<file path="src/rtl/seg7_reader_if.sv">
// Result handshake between the seven-segment reader and its consumer.
// The master side (reader) presents a decoded digit and holds it until the consumer accepts it.
interface seg7_reader_if;
    logic       out_valid;
    logic       out_ready;
    logic [3:0] digit;
    logic       dp;
    logic       blank;
    logic       invalid;
    logic [7:0] change_count;

    modport master (
        output out_valid,
        output digit,
        output dp,
        output blank,
        output invalid,
        output change_count,
        input  out_ready
    );

    modport slave (
        input  out_valid,
        input  digit,
        input  dp,
        input  blank,
        input  invalid,
        input  change_count,
        output out_ready
    );
endinterface

</file>
<file path="src/rtl/seg7_reader.sv">
// Debounces an active-low 7-segment pattern and reports each new stable pattern as a hex digit.
// Report appears STABLE_CYCLES+1 edges after a new pattern is sampled; it is held until accepted.
module seg7_reader #(
    parameter int unsigned STABLE_CYCLES = 4
) (
    input  logic       CLOCK_50,
    input  logic       RESET_N,
    input  logic [7:0] seg_in,
    seg7_reader_if.master bus
);

    localparam logic [7:0] STABLE_MAX = 8'(STABLE_CYCLES);

    typedef enum logic {
        WATCH = 1'b0,
        PEND  = 1'b1
    } state_t;

    state_t     state;
    state_t     state_nxt;

    logic [7:0] seg_q;
    logic [7:0] cand;
    logic [7:0] cnt;
    logic [7:0] last_seg;
    logic [7:0] held;
    logic       stable;

    logic       capture;
    logic       accept;

    logic [3:0] dec_digit;
    logic       dec_blank;
    logic       dec_invalid;

    logic [3:0] digit_r;
    logic       dp_r;
    logic       blank_r;
    logic       invalid_r;
    logic [7:0] change_count_r;

    // Input register plus stability tracker; runs regardless of FSM state.
    always_ff @(posedge CLOCK_50 or negedge RESET_N) begin
        if (!RESET_N) begin
            seg_q <= 8'hFF;
            cand  <= 8'hFF;
            cnt   <= 8'd0;
        end else begin
            seg_q <= seg_in;
            if (seg_q != cand) begin
                cand <= seg_q;
                cnt  <= 8'd1;
            end else if (cnt != STABLE_MAX) begin
                cnt <= cnt + 8'd1;
            end
        end
    end

    assign stable = (cnt == STABLE_MAX);

    always_comb begin
        dec_digit   = 4'h0;
        dec_blank   = 1'b0;
        dec_invalid = 1'b0;
        case (cand[6:0])
            7'h40:   dec_digit = 4'h0;
            7'h79:   dec_digit = 4'h1;
            7'h24:   dec_digit = 4'h2;
            7'h30:   dec_digit = 4'h3;
            7'h19:   dec_digit = 4'h4;
            7'h12:   dec_digit = 4'h5;
            7'h02:   dec_digit = 4'h6;
            7'h78:   dec_digit = 4'h7;
            7'h00:   dec_digit = 4'h8;
            7'h10:   dec_digit = 4'h9;
            7'h08:   dec_digit = 4'hA;
            7'h03:   dec_digit = 4'hB;
            7'h46:   dec_digit = 4'hC;
            7'h21:   dec_digit = 4'hD;
            7'h06:   dec_digit = 4'hE;
            7'h0E:   dec_digit = 4'hF;
            7'h7F:   dec_blank = 1'b1;
            default: dec_invalid = 1'b1;
        endcase
    end

    always_ff @(posedge CLOCK_50 or negedge RESET_N) begin
        if (!RESET_N) begin
            state <= WATCH;
        end else begin
            state <= state_nxt;
        end
    end

    always_comb begin
        state_nxt = state;
        capture   = 1'b0;
        accept    = 1'b0;
        case (state)
            WATCH: begin
                // Re-reporting the last accepted pattern is suppressed here.
                if (stable && (cand != last_seg)) begin
                    state_nxt = PEND;
                    capture   = 1'b1;
                end
            end
            PEND: begin
                if (bus.out_ready) begin
                    state_nxt = WATCH;
                    accept    = 1'b1;
                end
            end
            default: state_nxt = WATCH;
        endcase
    end

    always_ff @(posedge CLOCK_50 or negedge RESET_N) begin
        if (!RESET_N) begin
            digit_r        <= 4'h0;
            dp_r           <= 1'b0;
            blank_r        <= 1'b0;
            invalid_r      <= 1'b0;
            held           <= 8'hFF;
            last_seg       <= 8'hFF;
            change_count_r <= 8'd0;
        end else begin
            if (capture) begin
                digit_r   <= dec_digit;
                dp_r      <= ~cand[7];
                blank_r   <= dec_blank;
                invalid_r <= dec_invalid;
                held      <= cand;
            end
            if (accept) begin
                last_seg       <= held;
                change_count_r <= change_count_r + 8'd1;
            end
        end
    end

    assign bus.out_valid    = (state == PEND);
    assign bus.digit        = digit_r;
    assign bus.dp           = dp_r;
    assign bus.blank        = blank_r;
    assign bus.invalid      = invalid_r;
    assign bus.change_count = change_count_r;

endmodule

</file>
<file path="src/flat_wrapper.sv">
// flat-port wrapper written by rule: the top's interface ports become plain ports
module seg7_reader_flat 
#(
    parameter int unsigned STABLE_CYCLES = 4
)
  (CLOCK_50, RESET_N, seg_in, bus_out_valid, bus_digit, bus_dp, bus_blank, bus_invalid, bus_change_count, bus_out_ready);
  seg7_reader_if bus_i ();
  input  logic CLOCK_50;
  input  logic RESET_N;
  input  logic [7:0] seg_in;
  output wire logic [$bits(bus_i.out_valid)-1:0] bus_out_valid;
  output wire logic [$bits(bus_i.digit)-1:0] bus_digit;
  output wire logic [$bits(bus_i.dp)-1:0] bus_dp;
  output wire logic [$bits(bus_i.blank)-1:0] bus_blank;
  output wire logic [$bits(bus_i.invalid)-1:0] bus_invalid;
  output wire logic [$bits(bus_i.change_count)-1:0] bus_change_count;
  input wire logic [$bits(bus_i.out_ready)-1:0] bus_out_ready;
  assign bus_out_valid = bus_i.out_valid;
  assign bus_digit = bus_i.digit;
  assign bus_dp = bus_i.dp;
  assign bus_blank = bus_i.blank;
  assign bus_invalid = bus_i.invalid;
  assign bus_change_count = bus_i.change_count;
  assign bus_i.out_ready = bus_out_ready;
  seg7_reader #(.STABLE_CYCLES(STABLE_CYCLES)) u_core (.CLOCK_50(CLOCK_50), .RESET_N(RESET_N), .seg_in(seg_in), .bus(bus_i));
endmodule
</file>
<file path="config.mk">
export PLATFORM = sky130hd
export DESIGN_NAME = seg7_reader_flat
export DESIGN_NICKNAME = d
export VERILOG_FILES = /design/src/rtl/seg7_reader_if.sv /design/src/rtl/seg7_reader.sv /design/src/flat_wrapper.sv
export SDC_FILE = /design/constraint.sdc
export NUM_CORES = 1
export LEC_CHECK = 0
export BUFFER_PORTS_ARGS = -buffer_cell sky130_fd_sc_hd__buf_4
export CAP_MARGIN = 5
export CORE_MARGIN = 2
export CORE_UTILIZATION = 65
export CTS_BUF_LIST = sky130_fd_sc_hd__clkbuf_8
export DETAILED_ROUTE_END_ITERATION = 16
export PLACE_DENSITY = 0.87
export SYNTH_ARGS = -nofsm -noshare
export SYNTH_HDL_FRONTEND = slang
export SYNTH_SLANG_ARGS = --single-unit
</file>
<file path="constraint.sdc">
create_clock -name CLOCK_50 -period 6.1 [get_ports CLOCK_50]
set_clock_uncertainty 0.15 [all_clocks]
set_input_delay 1.83 -clock CLOCK_50 [delete_from_list [all_inputs] [get_ports CLOCK_50]]
set_output_delay 1.83 -clock CLOCK_50 [all_outputs]
set_load 0.005 [all_outputs]
</file>
Yosys cells after proc, flatten, opt, wreduce, memory -nomap -nowiden
Cells that the tools add are included.

Flip-flop bits (word level): 56. Input bits: 11. Logic and storage cells: 50.

Add/sub/neg operators: 2. Eq/ne operators: 20. Multiplexer cells: 11. Reduce and logical (&&, ||, !) cells: 4. Bitwise logic cells: 2.

Operators with widths (count): one-hot mux 4 bit (15 select lines) (1); == test 7 bit (second input constant) (5); == test 7 x 5 -> 1 bit (second input constant) (3); == test 7 x 6 -> 1 bit (second input constant) (3); OR reduction 17 bit (1); adder 8 x 1 -> 8 bit (second input constant) (2); 2-to-1 mux 8 bit (2); inequality test 8 bit (2); == test 7 x 2 -> 1 bit (second input constant) (2); == test 7 x 4 -> 1 bit (second input constant) (2); == test 8 x 3 -> 1 bit (second input constant) (1); inequality test 8 x 3 -> 1 bit (second input constant) (1); == test 7 x 3 -> 1 bit (second input constant) (1); logical NOT 7 bit (1); 2-to-1 mux 1 bit (7); NOT 1 bit (2); one-hot mux 1 bit (2 select lines) (1); nonzero test 2 bit (1); logical AND 1 bit (1).

Depth between registers and ports, before layout
Depth in word-level cells: 4. Gate-level depth with buffers: 9.

Worst setup path before layout
OpenSTA, ideal clock, no wires.

Path kind: in2reg. From: in bus_out_ready. To: reg u_core.last_seg[0]. Arrival time: 2.693 ns. Setup slack: 3.175 ns. Cell stages on the path: 3. Path through: and2_1 -> buf_1 -> mux2_2.

Word-level cells in the longest chain between the ends: 2.

Ends and longest elaborated chain: start: declaration (RTL line flat_wrapper.sv:17) `input wire logic [$bits(bus_i.out_ready)-1:0] bus_out_ready;`; 2-to-1 mux 1 bit (RTL line seg7_reader.sv:108) `if (bus.out_ready) begin`; 2-to-1 mux 1 bit (RTL line seg7_reader.sv:99) `case (state)`; end signal: assignment (RTL line seg7_reader.sv:135) `last_seg <= held;`; end: declaration (RTL line seg7_reader.sv:25) `logic [7:0] last_seg;`.

Every way passes these cells. A chain may end at the register's enable or synchronous reset.

Final worst setup path
From: reg u_core.change_count_r[3] (netlist: u_core.bus.change_count[3]). To: out bus_change_count[3].

RTL lines: start: declaration (RTL line seg7_reader.sv:40) `logic [7:0] change_count_r;`; start signal: assignment (RTL line seg7_reader.sv:136) `change_count_r <= change_count_r + 8'd1;`; end: declaration (RTL line flat_wrapper.sv:16) `output wire logic [$bits(bus_i.change_count)-1:0] bus_change_count;`.

No word-level cell between the ends.

==> impl_metrics.ini <==
[yosys]
synth.largest_area_cell = dfstp_2
yosysMostFrequentCell = dfstp_2
ys_ff_latch = 56
synth_common_cells = dfstp_2, dfrtp_1, xor2_1
synth-edff-count = 0
postSynth.asyncResetShare_pct = 100
ys_seq_area_share_pct = 54.2
syn_area_per_cell_um2 = 11.4
syn_area_um2 = 2660
synth_ff_type = dfstp_2
synth_area_leaders = dfstp_2, dfrtp_1, xor2_1
yosysWarnings = 0
synth_nets = 247
yosysTopAreaCellShare_pct = 31.6
syn_inst = 233
ys_types = 48

[timing]
hold_viol_final = 0
worst_slew_pin_slew_ns = 0.766
final.setup.tns_ns = 0
period_share_pct = 47.4
post-route-min-period_ns = 2.89
rsz0062_at_grt = false
max_freq_mhz = 346
setup_ws_ns = 3.21
final_max_slew_viol_count = 0
setup-violations-final = 0
slew_headroom_pct = 49.0

[clock_tree]
cts_setup_buffers = 0
cts.sinks = 56
ctsRootBufferMaster = clkbuf_8
cts_tree = done
cts_resized = 0
cts_buffer_depth = 2
clk_pin_slew_ns = 0.09
numCtsBuffers = 5
cts_max_level = 2
clk_latency_ns = 0.30
ctsHoldBuffers = 0

[critical_path]
crit_chain = buf_4
worstPathBufferInverterCount = 1
cp_top_family = flip-flops
max_stage_delay_ns = 0.45
start_kind = register
arrival_ns = 0.91
cp_max_fo = 6
worstSetupEndpointType = output port
cp_slowest_cell = dfrtp_1
cp.required_ns = 4.12
critical_path_class = reg -> out

[power]
p_switching_mw = 0.143
p_clk_share_pct = 31.2
power_per_cell_area_nw_per_um2 = 219
intPower_mw = 0.492
vdd_drop_max_mv = 0.182
switching_share_pct = 22.5
pwr-share-seq_pct = 63.1
p_comb_share_pct = 5.7
leakagePower_nw = 1.26

[layout]
fin_nets = 257
register_area_um2 = 1440
drive_above_1_share_pct = 34.4
postLayoutCellArea_um2 = 2900
nFillCells = 272
multiInputGateArea_um2 = 1090
areaGrowthSynthToFinish_pct = 8.89
finalNonFillerCells = 294
antenna_cells = 0

[detailed_routing]
num_vias = 1703
drc = 0
wire_per_inst_um = 15.1
drt_wl_total_um = 4430
drtIter0Drc = 132
vias_per_cell = 5.79
firstDrtPassIters = 4
postRouteAntennaNets = 0

[place]
gp_congestion = 0.834
io_buffers = 26
placed_area_um2 = 2810
place_hpwl_um = 2970
pre_cts_slack_ns = 2.91
dp.cells = 286

[die]
start_util_pct = 67.0
fp.dieH_um = 68.0
die_area_um2 = 4620
ios = 27
coreArea_um2 = 3970
rows = 23
die_w_um = 68.0

[global_routing]
grt_usage_pct = 21.3
overflow = 0
grt_antenna_before_repair = 0
grt_pass1_wl_um = 7440
grt_max_degree = 57
grt_pass1_vias = 1665

[worst_hold_path]
worstHoldPathType = reg -> reg

[flow_run]
maxCapViolCount = 0

[status]
status = complete, no violations
## kinds of logic (layout without fill, tap and decap cells)
family | after synthesis | after routing | share of synthesized area (%)
AO/OA/AOI/OAI | 27 | 27 | 7.19
adder cells (fa/ha/maj) | 3 | 3 | 1.41
buffers and inverters | 29 | 40 | 5.03
flip-flops | 56 | 56 | 54.2
XOR/XNOR | 31 | 31 | 10.2
AND/OR/NAND/NOR | 70 | 70 | 14.9
multiplexers | 17 | 17 | 7.15
## routing by layer
metal	wire length (um)	vias to the layer above	global-route usage [%]
met5	0	-	0
met4	42	0	5.00
met3	216	4	4.93
met2	2150	55	35.9
met1	2020	825	28.1
li1	-	819	-
## cell type report
cell class | instances | share of cell area (%)
tap | 50 | 2.16
multi-input combinational | 148 | 37.5
clock buffer | 6 | 2.85
inverter | 6 | 0.777
timing repair buffer | 26 | 6.74
sequential | 56 | 49.7
clock inverter | 2 | 0.259
## through the flow
step	utilization, %	hold WS (ns)	power, mW
4_1_cts	73.0	0.225	0.641
3_5_place_dp	70.7	0.212	0.443
5_1_grt	73.0	0.231	0.664
2_1_floorplan	-	0.285	0.424
6_report	73.0	0.223	0.634
3_3_place_gp	70.7	0.211	0.442
## power by group through the flow
stage	Sequential, mW	Combinational, mW	Clock (mW)
after floorplan	0.396	0.0286	0
after global placement	0.406	0.0358	0
after detailed placement	0.407	0.0368	0
after CTS	0.400	0.0369	0.204
after global routing	0.403	0.0410	0.220
final	0.400	0.0363	0.198
## path summary, 6_finish.rpt
check / end / cells after the start / slack [ns] / startpoint
max: bus_change_count[3] / 1 / 3.21 / u_core.bus.change_count[3]
min: u_core.cand[0] / 0 / 0.22 / u_core.seg_q[0]
max reg2reg: u_core.bus.digit[2] / 4 / 3.56 / u_core.cand[1]
min reg2reg: u_core.cand[0] / 0 / 0.22 / u_core.seg_q[0]
max in group asynchronous: u_core.bus.digit[0] / 1 / 3.94 / RESET_N
min in group asynchronous: u_core.cnt[3] / 1 / 1.40 / RESET_N
## flip-flops by register name, indices dropped and copies added, names as in the netlist
register,count
u_core.bus.out_valid,1
u_core.bus.dp,1
u_core.cnt,8
u_core.bus.blank,1
u_core.bus.change_count,8
u_core.held,8
u_core.bus.digit,4
u_core.cand,8
u_core.seg_q,8
u_core.last_seg,8
u_core.bus.invalid,1
## placed cells by master (no fill, tap or decap), types with 2 or more instances in the layout
| cell | instances |
|---|---|
| o21ai_0 | 9 |
| and3_1 | 3 |
| ha_1 | 3 |
| nand4_1 | 6 |
| clkbuf_8 | 6 |
| buf_4 | 26 |
| mux2_2 | 16 |
| nor2b_1 | 3 |
| dfstp_2 | 32 |
| a2111oi_0 | 2 |
| nor3b_1 | 2 |
| nor2_1 | 15 |
| nor4_1 | 4 |
| a21oi_1 | 3 |
| xor2_1 | 24 |
| dfrtp_1 | 24 |
| nor3_1 | 2 |
| xnor2_1 | 7 |
| inv_1 | 8 |
| nand3b_1 | 3 |
| o31ai_1 | 2 |
| nand3_1 | 7 |
| nand2_1 | 15 |
(Power assumes the default switching activity.)
